## src/rtl/maple_pkg.sv

```systemverilog
// Shared definitions for the Maple bus transmit path: one-hot frame states,
// start-pattern geometry and the idle levels of the two Maple lines.
package maple_pkg;

    typedef enum logic [8:0] {
        StIdle     = 9'b000000001,
        StLead     = 9'b000000010,
        StPat      = 9'b000000100,
        StTail     = 9'b000001000,
        StPayload  = 9'b000010000,
        StCrc      = 9'b000100000,
        StWaitDone = 9'b001000000,
        StTurn     = 9'b010000000,
        StDone     = 9'b100000000
    } maple_state_e;

    localparam int unsigned PatHalfPhases = 8;

    localparam logic SdckaIdle = 1'b1;
    localparam logic SdckbIdle = 1'b1;

endpackage

```

## src/rtl/maple_start_pattern.sv

```systemverilog
// Maple start pattern generator: LEAD (both lines high), PAT (SDCKA low, SDCKB toggling
// over eight half-phases) and TAIL, each half-phase HALF cycles long.
module maple_start_pattern
    import maple_pkg::*;
#(
    parameter int unsigned HALF = 2
) (
    input  logic clk,
    input  logic reset,
    input  logic go_i,
    input  logic abort_i,
    output logic sdcka_o,
    output logic sdckb_o,
    output logic done_o
);

    maple_state_e state_q, state_d;
    logic [7:0]   half_q, half_d;
    logic [2:0]   phase_q, phase_d;
    logic         half_end;

    assign half_end = (half_q == 8'(HALF - 1));

    always_comb begin
        state_d = state_q;
        half_d  = half_q;
        phase_d = phase_q;
        sdcka_o = SdckaIdle;
        sdckb_o = SdckbIdle;
        done_o  = 1'b0;
        unique case (state_q)
            StIdle: begin
                if (go_i) begin
                    state_d = StLead;
                    half_d  = '0;
                end
            end
            StLead: begin
                if (half_end) begin
                    state_d = StPat;
                    half_d  = '0;
                    phase_d = '0;
                end else begin
                    half_d = half_q + 8'd1;
                end
            end
            StPat: begin
                sdcka_o = 1'b0;
                sdckb_o = phase_q[0];
                if (half_end) begin
                    half_d  = '0;
                    phase_d = phase_q + 3'd1;
                    if (phase_q == 3'(PatHalfPhases - 1)) begin
                        state_d = StTail;
                    end
                end else begin
                    half_d = half_q + 8'd1;
                end
            end
            StTail: begin
                if (half_end) begin
                    state_d = StIdle;
                    half_d  = '0;
                    done_o  = 1'b1;
                end else begin
                    half_d = half_q + 8'd1;
                end
            end
            default: state_d = StIdle;
        endcase
        if (abort_i) begin
            state_d = StIdle;
            half_d  = '0;
            phase_d = '0;
        end
    end

    always_ff @(posedge clk or negedge reset) begin
        if (!reset) begin
            state_q <= StIdle;
            half_q  <= '0;
            phase_q <= '0;
        end else begin
            state_q <= state_d;
            half_q  <= half_d;
            phase_q <= phase_d;
        end
    end

endmodule

```

## src/rtl/maple_tx_controller.sv

```systemverilog
// Maple bus transmit frame sequencer: start pattern, AXIS payload to the encoder,
// turnaround and response timeout. Define MAPLE_TX_CRC_EN to append an XOR checksum byte.
module maple_tx_controller
    import maple_pkg::*;
#(
    parameter int unsigned HALF         = 2,
    parameter int unsigned RESP_TIMEOUT = 65535,
    parameter int unsigned CNT_W        = 9
) (
    input  logic             clk,
    input  logic             reset,
    input  logic             start,
    input  logic             abort,
    input  logic             S_AXIS_TVALID,
    output logic             S_AXIS_TREADY,
    input  logic             S_AXIS_TLAST,
    input  logic [7:0]       S_AXIS_TDATA,
    output logic             M_AXIS_TVALID,
    input  logic             M_AXIS_TREADY,
    output logic             M_AXIS_TLAST,
    output logic [7:0]       M_AXIS_TDATA,
    output logic             enc_enable,
    input  logic             enc_done,
    output logic             pat_sel,
    output logic             sdcka,
    output logic             sdckb,
    output logic             bus_oe,
    output logic             rx_enable,
    input  logic             rx_frame_done,
    output logic             busy,
    output logic             tx_done,
    output logic             timeout,
    output logic [CNT_W-1:0] tx_bytes
);

    localparam int unsigned       TimerW    = 20;
    localparam logic [TimerW-1:0] TimerLast = TimerW'(RESP_TIMEOUT - 1);
    localparam logic [CNT_W-1:0]  CntMax    = '1;

    maple_state_e      state_q, state_d;
    logic              bus_oe_q, bus_oe_d;
    logic              pat_sel_q, pat_sel_d;
    logic              enc_enable_q, enc_enable_d;
    logic              rx_enable_q, rx_enable_d;
    logic              timeout_q, timeout_d;
    logic [CNT_W-1:0]  tx_bytes_q, tx_bytes_d;
    logic [TimerW-1:0] timer_q, timer_d;
    logic [CNT_W-1:0]  tx_bytes_inc;
    logic              pat_go, pat_done, s_hs;
`ifdef MAPLE_TX_CRC_EN
    logic [7:0]        csum_q, csum_d;
    logic              m_hs;
`endif

    assign pat_go       = (state_q == StIdle) && start && !abort;
    assign tx_bytes_inc = (tx_bytes_q == CntMax) ? tx_bytes_q : tx_bytes_q + 1'b1;

    maple_start_pattern #(
        .HALF(HALF)
    ) u_start_pattern (
        .clk    (clk),
        .reset  (reset),
        .go_i   (pat_go),
        .abort_i(abort),
        .sdcka_o(sdcka),
        .sdckb_o(sdckb),
        .done_o (pat_done)
    );

    // Abort also blanks the handshakes in its own cycle so nothing is half-accepted.
    always_comb begin
        S_AXIS_TREADY = 1'b0;
        M_AXIS_TVALID = 1'b0;
        M_AXIS_TLAST  = 1'b0;
        M_AXIS_TDATA  = 8'h00;
        if (state_q == StPayload) begin
            M_AXIS_TVALID = S_AXIS_TVALID;
            S_AXIS_TREADY = M_AXIS_TREADY;
            M_AXIS_TDATA  = S_AXIS_TDATA;
`ifdef MAPLE_TX_CRC_EN
            M_AXIS_TLAST  = 1'b0;
`else
            M_AXIS_TLAST  = S_AXIS_TLAST;
`endif
        end
`ifdef MAPLE_TX_CRC_EN
        if (state_q == StCrc) begin
            M_AXIS_TVALID = 1'b1;
            M_AXIS_TDATA  = csum_q;
            M_AXIS_TLAST  = 1'b1;
        end
`endif
        if (abort) begin
            S_AXIS_TREADY = 1'b0;
            M_AXIS_TVALID = 1'b0;
        end
    end

    assign s_hs = S_AXIS_TVALID && S_AXIS_TREADY;
`ifdef MAPLE_TX_CRC_EN
    assign m_hs = M_AXIS_TVALID && M_AXIS_TREADY;
`endif

    // StLead stands for the whole start pattern; its LEAD/PAT/TAIL sub-phases live in
    // maple_start_pattern and pat_done marks the last TAIL cycle.
    always_comb begin
        state_d      = state_q;
        bus_oe_d     = bus_oe_q;
        pat_sel_d    = pat_sel_q;
        enc_enable_d = 1'b0;
        rx_enable_d  = rx_enable_q;
        timeout_d    = timeout_q;
        tx_bytes_d   = tx_bytes_q;
        timer_d      = timer_q;
`ifdef MAPLE_TX_CRC_EN
        csum_d       = csum_q;
`endif
        unique case (state_q)
            StIdle: begin
                if (start) begin
                    state_d    = StLead;
                    bus_oe_d   = 1'b1;
                    pat_sel_d  = 1'b1;
                    timeout_d  = 1'b0;
                    tx_bytes_d = '0;
`ifdef MAPLE_TX_CRC_EN
                    csum_d     = 8'h00;
`endif
                end
            end
            StLead: begin
                if (pat_done) begin
                    state_d      = StPayload;
                    pat_sel_d    = 1'b0;
                    enc_enable_d = 1'b1;
                end
            end
            StPayload: begin
                if (s_hs) begin
                    tx_bytes_d = tx_bytes_inc;
`ifdef MAPLE_TX_CRC_EN
                    csum_d     = csum_q ^ S_AXIS_TDATA;
                    if (S_AXIS_TLAST) state_d = StCrc;
`else
                    if (S_AXIS_TLAST) state_d = StWaitDone;
`endif
                end
            end
`ifdef MAPLE_TX_CRC_EN
            StCrc: begin
                if (m_hs) begin
                    tx_bytes_d = tx_bytes_inc;
                    state_d    = StWaitDone;
                end
            end
`endif
            StWaitDone: begin
                if (enc_done) begin
                    bus_oe_d    = 1'b0;
                    rx_enable_d = 1'b1;
                    timer_d     = '0;
                    state_d     = StTurn;
                end
            end
            StTurn: begin
                timer_d = timer_q + 1'b1;
                if (rx_frame_done) begin
                    state_d     = StDone;
                    rx_enable_d = 1'b0;
                end else if (timer_q == TimerLast) begin
                    state_d     = StDone;
                    rx_enable_d = 1'b0;
                    timeout_d   = 1'b1;
                end
            end
            StDone:  state_d = StIdle;
            default: state_d = StIdle;
        endcase
        if (abort) begin
            state_d      = StIdle;
            bus_oe_d     = 1'b0;
            pat_sel_d    = 1'b0;
            rx_enable_d  = 1'b0;
            enc_enable_d = 1'b0;
        end
    end

    always_ff @(posedge clk or negedge reset) begin
        if (!reset) begin
            state_q      <= StIdle;
            bus_oe_q     <= 1'b0;
            pat_sel_q    <= 1'b0;
            enc_enable_q <= 1'b0;
            rx_enable_q  <= 1'b0;
            timeout_q    <= 1'b0;
            tx_bytes_q   <= '0;
            timer_q      <= '0;
`ifdef MAPLE_TX_CRC_EN
            csum_q       <= 8'h00;
`endif
        end else begin
            state_q      <= state_d;
            bus_oe_q     <= bus_oe_d;
            pat_sel_q    <= pat_sel_d;
            enc_enable_q <= enc_enable_d;
            rx_enable_q  <= rx_enable_d;
            timeout_q    <= timeout_d;
            tx_bytes_q   <= tx_bytes_d;
            timer_q      <= timer_d;
`ifdef MAPLE_TX_CRC_EN
            csum_q       <= csum_d;
`endif
        end
    end

    assign bus_oe     = bus_oe_q;
    assign pat_sel    = pat_sel_q;
    assign enc_enable = enc_enable_q;
    assign rx_enable  = rx_enable_q;
    assign timeout    = timeout_q;
    assign tx_bytes   = tx_bytes_q;
    assign busy       = (state_q != StIdle);
    assign tx_done    = (state_q == StDone);

endmodule
```

## config.mk

```make
export PLATFORM = sky130hd
export DESIGN_NAME = maple_tx_controller
export DESIGN_NICKNAME = d
export VERILOG_FILES = /design/src/rtl/maple_pkg.sv /design/src/rtl/maple_start_pattern.sv /design/src/rtl/maple_tx_controller.sv
export SDC_FILE = /design/constraint.sdc
export NUM_CORES = 1
export LEC_CHECK = 0
export CAP_MARGIN = 30
export CORE_MARGIN = 1
export CORE_UTILIZATION = 54
export DETAILED_ROUTE_END_ITERATION = 8
export GPL_TIMING_DRIVEN = 0
export PLACE_DENSITY = 0.8
export SLEW_MARGIN = 30
export SYNTH_ARGS = -nofsm -noshare
export SYNTH_HDL_FRONTEND = slang
export SYNTH_SLANG_ARGS = --single-unit
```

## constraint.sdc

```tcl
create_clock -name clk -period 2.54 [get_ports clk]
set_clock_uncertainty 0.15 [all_clocks]
set_input_delay 0.381 -clock clk [delete_from_list [all_inputs] [get_ports clk]]
set_output_delay 0.381 -clock clk [all_outputs]
set_load 0.03 [all_outputs]
```

==> flow_metrics.env, run 1 <==
export IMPL_grt_setup_unrepaired="true"
export IMPL_dieArea_um2=6030
export IMPL_grt_max_degree=30
export IMPL_drc=0
export IMPL_max_freq_mhz=400
export IMPL_numCtsBuffers=5
export IMPL_ios=46
export IMPL_fillCellCount=420
export IMPL_final_cells=462
export IMPL_syn_area_per_cell_um2=9.37
export IMPL_worst_setup_path_start_kind="flip-flop"
export IMPL_netlist_area_um2=3090
export IMPL_wl_per_cell_um=15.2
export IMPL_rows=27
export IMPL_path_max_fanout=7
export IMPL_avgViaCountPerCell=5.78
export IMPL_finalPower_uw=1920
export IMPL_die_h_um=77.7
export IMPL_ys_types=57
export IMPL_intPower_uw=1420
export IMPL_crit_type="flip-flop to output pin"
export IMPL_outcome="finished, final reports clean"
export IMPL_cts_path_max_buffers=2
export IMPL_grt_pass1_wl_um=11900
export IMPL_crit_required_ps=2010
export IMPL_finalSetupViolCount=0
export IMPL_place_area_um2=3640
export IMPL_power_density_nw_per_um2=501
export IMPL_diodes=0
export IMPL_ys_ff_latch=55
export IMPL_ys_warn_count=0
export IMPL_hold_class="flip-flop to flip-flop"
export IMPL_drv_slew=0
export IMPL_tightest_slew_ps=513
export IMPL_drive_gt1_share_pct=15.4
export IMPL_nets=414
export IMPL_vias=2670
export IMPL_gp_congestion=0.800
export IMPL_portBuffers=44
export IMPL_clk_pin_slew_ps=100
export IMPL_crit_path_end_kind="output pin"
export IMPL_cts_sinks=55
export IMPL_ir_drop_v=0.000312
export IMPL_synth_nets=355
export IMPL_combPwrFrac_pct=16.0
export IMPL_holdWs_ps=323
export IMPL_overflow=0
export IMPL_worstSkewPairLatency_ps=310
export IMPL_antenna_found_initial=0
export IMPL_core_area_um2=5510
export IMPL_htree_num_levels=2
export IMPL_drt_total_wl_um=7010
export IMPL_layout_min_cycle_time_ps=2500
export IMPL_dr_pass1_iters=4
export IMPL_finalHoldViolCount=0
export IMPL_p_sw_uw=496
export IMPL_place_inst=447
export IMPL_synth_edf_count=0
export IMPL_cts_root_buf="clkbuf_8"
export IMPL_area_growth_pct=23.7
export IMPL_die_w_um=77.7
export IMPL_dp_hpwl_um=5000
export IMPL_synthArstFlopShare_pct=100
export IMPL_critical_path_arrival_ps=1970
export IMPL_seq_area_frac_synth_pct=44.6
export IMPL_cts_tree="built"
export IMPL_max_slew_margin_rel_pct=65.3
export IMPL_drt_iter0_drc=135
export IMPL_synthFlopType="dfrtp_1"
export IMPL_p_clk_share_pct=35.5
export IMPL_grt_pass1_vias=2625
export IMPL_switching_share_pct=25.9
export IMPL_ant_nets=0
export IMPL_postSynthCellCount=330
export IMPL_fin_crit_sh_pct=98.5
export IMPL_power_frac_seq_pct=48.5
export IMPL_stdcell_area_um2=3830
export IMPL_initial_core_util_pct=56.2
export IMPL_grt_usage_pct=25.0
export IMPL_total_leakage_power_uw=0.00172
export IMPL_max_cap_viol_count=0
-- stage by stage --
| stage | setup TNS (ps) | setup slack (ps) | util (%) |
|---|---|---|---|
| floorplan | 0 | 176 | - |
| global placement | -43090 | -756 | 65.8 |
| detailed placement | -3460 | -361 | 66.1 |
| CTS | 0 | 5.91 | 68.3 |
| global route | -103 | -31.5 | 69.5 |
| finish | 0 | 36.9 | 69.5 |
-- worst paths after layout --
check / start / endpoint / slack [ps] / depth (start not counted)
max: state_q[6] / tx_done / 40 / 3
min: timer_q[12] / timer_q[12] / 320 / 1
max reg2reg: tx_bytes[4] / tx_bytes[7] / 110 / 10
min reg2reg: timer_q[12] / timer_q[12] / 320 / 1
max in group asynchronous: reset / state_q[0] / 1320 / 3
min in group asynchronous: reset / u_start_pattern.half_q[4] / 370 / 2
-- metal layers --
metal	up-vias	wire, µm	track usage [%]
met5	-	0	0
met1	1306	3190	31.2
met4	0	87	8.68
met3	11	281	4.24
li1	1294	-	-
met2	59	3450	43.5
-- critical path, cell delays in order, from the launching register on --
cell             delay [ps]
dfrtp_1                 460
or4_4                   570
nor3b_1                 300
clkdlybuf4s15_2         350
-- power groups by stage --
stage / Sequential, µW / Clock (µW) / Combinational, µW
2_1_floorplan: 942 / 0 / 178
3_3_place_gp: 934 / 0 / 289
3_5_place_dp: 935 / 0 / 298
4_1_cts: 929 / 689 / 295
5_1_grt: 933 / 712 / 335
6_report: 930 / 681 / 306
-- cells in the mapped netlist, drive strengths merged (3+ instances only) --
library cell / count / area [µm²]
nor4: 3 / 31.3
inv: 12 / 45.0
or2: 3 / 21.3
nand2b: 4 / 25.0
and2: 12 / 76.3
nand3b: 5 / 37.5
xor2: 11 / 96.3
and3: 11 / 70.1
buf: 7 / 50.1
nand2: 38 / 143
or4: 3 / 30.0
ha: 8 / 100
dfrtp: 53 / 1330
o211ai: 3 / 22.5
nor3b: 5 / 53.8
or3: 3 / 18.8
mux2i: 7 / 70.1
o31ai: 6 / 45.0
clkbuf: 6 / 22.5
and4: 3 / 26.3
nor3: 6 / 46.3
nor2: 23 / 86.3
nand3: 23 / 120
nand4: 5 / 31.3
o21ai: 34 / 170
a21oi: 11 / 55.1
nor4b: 3 / 32.5
-- layout by cell type, fill, tap and decap left out, types with 4 or more instances in the layout --
| cell | instances |
|---|---|
| nand2b_1 | 4 |
| mux2i_1 | 7 |
| o31ai_1 | 6 |
| clkbuf_1 | 5 |
| dfrtp_1 | 53 |
| clkdlybuf4s50_1 | 28 |
| and2_1 | 10 |
| nand3b_1 | 5 |
| nand2_1 | 38 |
| nor3_1 | 4 |
| a21oi_1 | 11 |
| inv_1 | 12 |
| nand3_1 | 22 |
| xor2_1 | 11 |
| ha_1 | 8 |
| buf_4 | 11 |
| buf_2 | 12 |
| nand4_1 | 5 |
| buf_6 | 4 |
| clkbuf_8 | 5 |
| o21ai_0 | 34 |
| and3_1 | 9 |
| nor2_1 | 22 |
-- layout make-up --
cell class | count | area [µm²] | share of cell area (%)
Buffer | 12 | 80.1 | 2.09
Clock buffer | 6 | 72.6 | 1.90
Clock inverter | 2 | 60.1 | 1.57
Inverter | 12 | 45.0 | 1.18
Multi-Input combinational cell | 250 | 1630 | 42.6
Sequential cell | 55 | 1380 | 36.0
Tap cell | 72 | 90.1 | 2.35
Timing Repair Buffer | 53 | 470 | 12.3
-- what timing repair did --
action | 4_1_cts | 5_1_grt
endpoints found under the setup margin | 15 | 16
hold buffers | 1 | 0
buffers inserted | 1 | 6
pin swaps | 0 | 6
gates resized for setup | 67 | 9
endpoints found under the hold margin | 25 | 0
gates cloned | 0 | 0
-- kinds of logic after synthesis --
logic type,Yosys count,synth area share [%]
multiplexers,8,2.63
AND/OR/NAND/NOR,153,28.3
buffers and inverters,25,3.80
flip-flops,55,44.6
AO/OA/AOI/OAI,68,13.8
adder cells (fa/ha/maj),8,3.24
XOR/XNOR,13,3.68
-- registers in the layout, summed over array words and instances, names as in the netlist --
signal,flops
u_start_pattern.state_q,4
enc_enable,1
u_start_pattern.half_q,8
u_start_pattern.phase_q,3
tx_bytes,9
rx_enable,1
state_q,6
pat_sel,1
bus_oe,1
timer_q,20
timeout,1
(Power assumes the default switching activity.)
==> run 2: changes to the inputs <==
Settings changed: CORE_MARGIN 1 to 2.
==> flow_metrics.env, run 2 (synthesized netlist as in run 1, its figures left out) <==
export IMPL_ant_nets=0
export IMPL_ir_drop_v=0.000270
export IMPL_die_w_um=79.7
export IMPL_final_cell_mix="dfrtp_1, nand2_1, o21ai_0, clkdlybuf4s50_1"
export IMPL_critical_path_arrival_ps=1940
export IMPL_grt_max_degree=30
export IMPL_max_cap_viol_count=0
export IMPL_gp_congestion=0.851
export IMPL_nets=412
export IMPL_power_density_nw_per_um2=493
export IMPL_fin_crit_sh_pct=97.3
export IMPL_finalSetupViolCount=0
export IMPL_finalHoldViolCount=0
export IMPL_largest_register="timer_q"
export IMPL_overflow=0
export IMPL_ios=46
export IMPL_multi_input_area_um2=1610
export IMPL_numCtsBuffers=5
export IMPL_tightest_slew_ps=527
export IMPL_die_h_um=79.7
export IMPL_drt_total_wl_um=7080
export IMPL_initial_core_util_pct=56.2
export IMPL_outcome="finished, final reports clean"
export IMPL_max_slew_margin_rel_pct=64.9
export IMPL_cts_path_max_buffers=2
export IMPL_path_max_fanout=10
export IMPL_wl_per_cell_um=15.4
export IMPL_dp_hpwl_um=5110
export IMPL_portBuffers=44
export IMPL_worstSkewPairLatency_ps=320
export IMPL_antenna_found_initial=0
export IMPL_avgViaCountPerCell=5.71
export IMPL_drive_gt1_share_pct=14.7
export IMPL_htree_num_levels=2
export IMPL_drt_iter0_drc=156
export IMPL_fin_tns_setup_ps=0
export IMPL_final_util_pct=68.5
export IMPL_max_freq_mhz=405
export IMPL_dr_pass1_iters=5
export IMPL_grt_pass1_vias=2477
export IMPL_largest_register_ffs=20
export IMPL_final_cells=460
export IMPL_worst_setup_path_start_kind="flip-flop"
export IMPL_seqCellArea_um2=1380
export IMPL_cts_root_buf="clkbuf_8"
export IMPL_core_area_um2=5510
export IMPL_vias=2625
export IMPL_cts_sinks=55
export IMPL_area_growth_pct=22.0
export IMPL_crit_path_end_kind="output pin"
export IMPL_place_area_um2=3640
export IMPL_fillCellCount=439
export IMPL_dieArea_um2=6350
export IMPL_crit_required_ps=2010
export IMPL_cts_tree="built"
export IMPL_grt_usage_pct=23.1
export IMPL_regToRegStartpoint="tx_bytes[2]"
export IMPL_rows=27
export IMPL_total_leakage_power_uw=0.00170
export IMPL_clk_pin_slew_ps=110
export IMPL_grt_pass1_wl_um=11600
export IMPL_hold_class="flip-flop to flip-flop"
export IMPL_layout_min_cycle_time_ps=2470
export IMPL_crit_type="flip-flop to output pin"
export IMPL_drc=0
export IMPL_place_inst=447
export IMPL_crit_start="state_q[7]"
export IMPL_hp_start="timer_q[12]"
export IMPL_stdcell_area_um2=3770
export IMPL_diodes=0
export IMPL_drv_slew=0
export IMPL_final_common_cell="dfrtp_1"
==> run 2: changes by cell type in the layout (fill, tap and decap cells not counted), sizes merged <==
cell / delta
buf: -5
clkbuf: +4
bufinv: -1
clkdlybuf4s15: -1
clkinv: +1
==> run 2: final timing paths <==
check	slack (ps)	end	cells past startpoint
max	70	S_AXIS_TREADY	5
min	330	timer_q[12]	1
max reg2reg	160	tx_bytes[7]	10
min reg2reg	330	timer_q[12]	1
max in group asynchronous	1340	state_q[0]	3
min in group asynchronous	360	u_start_pattern.half_q[5]	2
==> run 2: what timing repair did <==
| action | in CTS | in global routing |
|---|---|---|
| pin swaps | 0 | 1 |
| hold buffers | 1 | 0 |
| hold endpoints to repair | 26 | 0 |
| gates resized for setup | 63 | 9 |
| setup buffers | 2 | 3 |
| endpoints found under the setup margin | 15 | 13 |
==> run 2: per-layer routing <==
layer  part of all wire [%]  global-route usage, %  vias to the layer above
met5                      0                      0                        -
met4                   0.78                   5.00                        0
met3                    5.4                   4.07                        5
met2                     49                   38.7                       85
met1                     45                   31.4                     1253
li1                       -                      -                     1282
==> run 2: stage by stage <==
step | hold slack (ps) | power (µW) | setup slack, ps
2_1_floorplan | -64.6 | 1120 | 176
3_3_place_gp | 307 | 1220 | -773
3_5_place_dp | 173 | 1240 | -363
4_1_cts | 335 | 1860 | 2.05
5_1_grt | 360 | 1930 | -11.4
6_report | 327 | 1860 | 68.1
==> run 2: area by class of cell <==
type                       instances  share of cell area, %
buffer                            12                   2.02
clock buffer                       6                   2.19
clock inverter                     2                  0.929
inverter                          12                   1.19
multi-input combinational        250                   42.8
sequential                        55                   36.6
tap                               72                   2.39
timing repair buffer              51                   12.0
==> run 2: worst max-delay path: stages (launching register included) <==
cell,delay (ps)
dfrtp_1,490
or4_4,490
nor2_4,160
buf_6,140
and3_1,160
clkbuf_4,190
==> run 2: power by group <==
part           internal (µW)  total (µW)  switching, µW
sequential               902         929           27.0
clock                    320         614            295
combinational            134         317            183
==> run 3: changes to the inputs <==
Settings changed: ABC_CLOCK_PERIOD_IN_PS set to 2540.
==> results of run 3 <==
No change in the layout: final DEF, timing and power equal those of run 2.
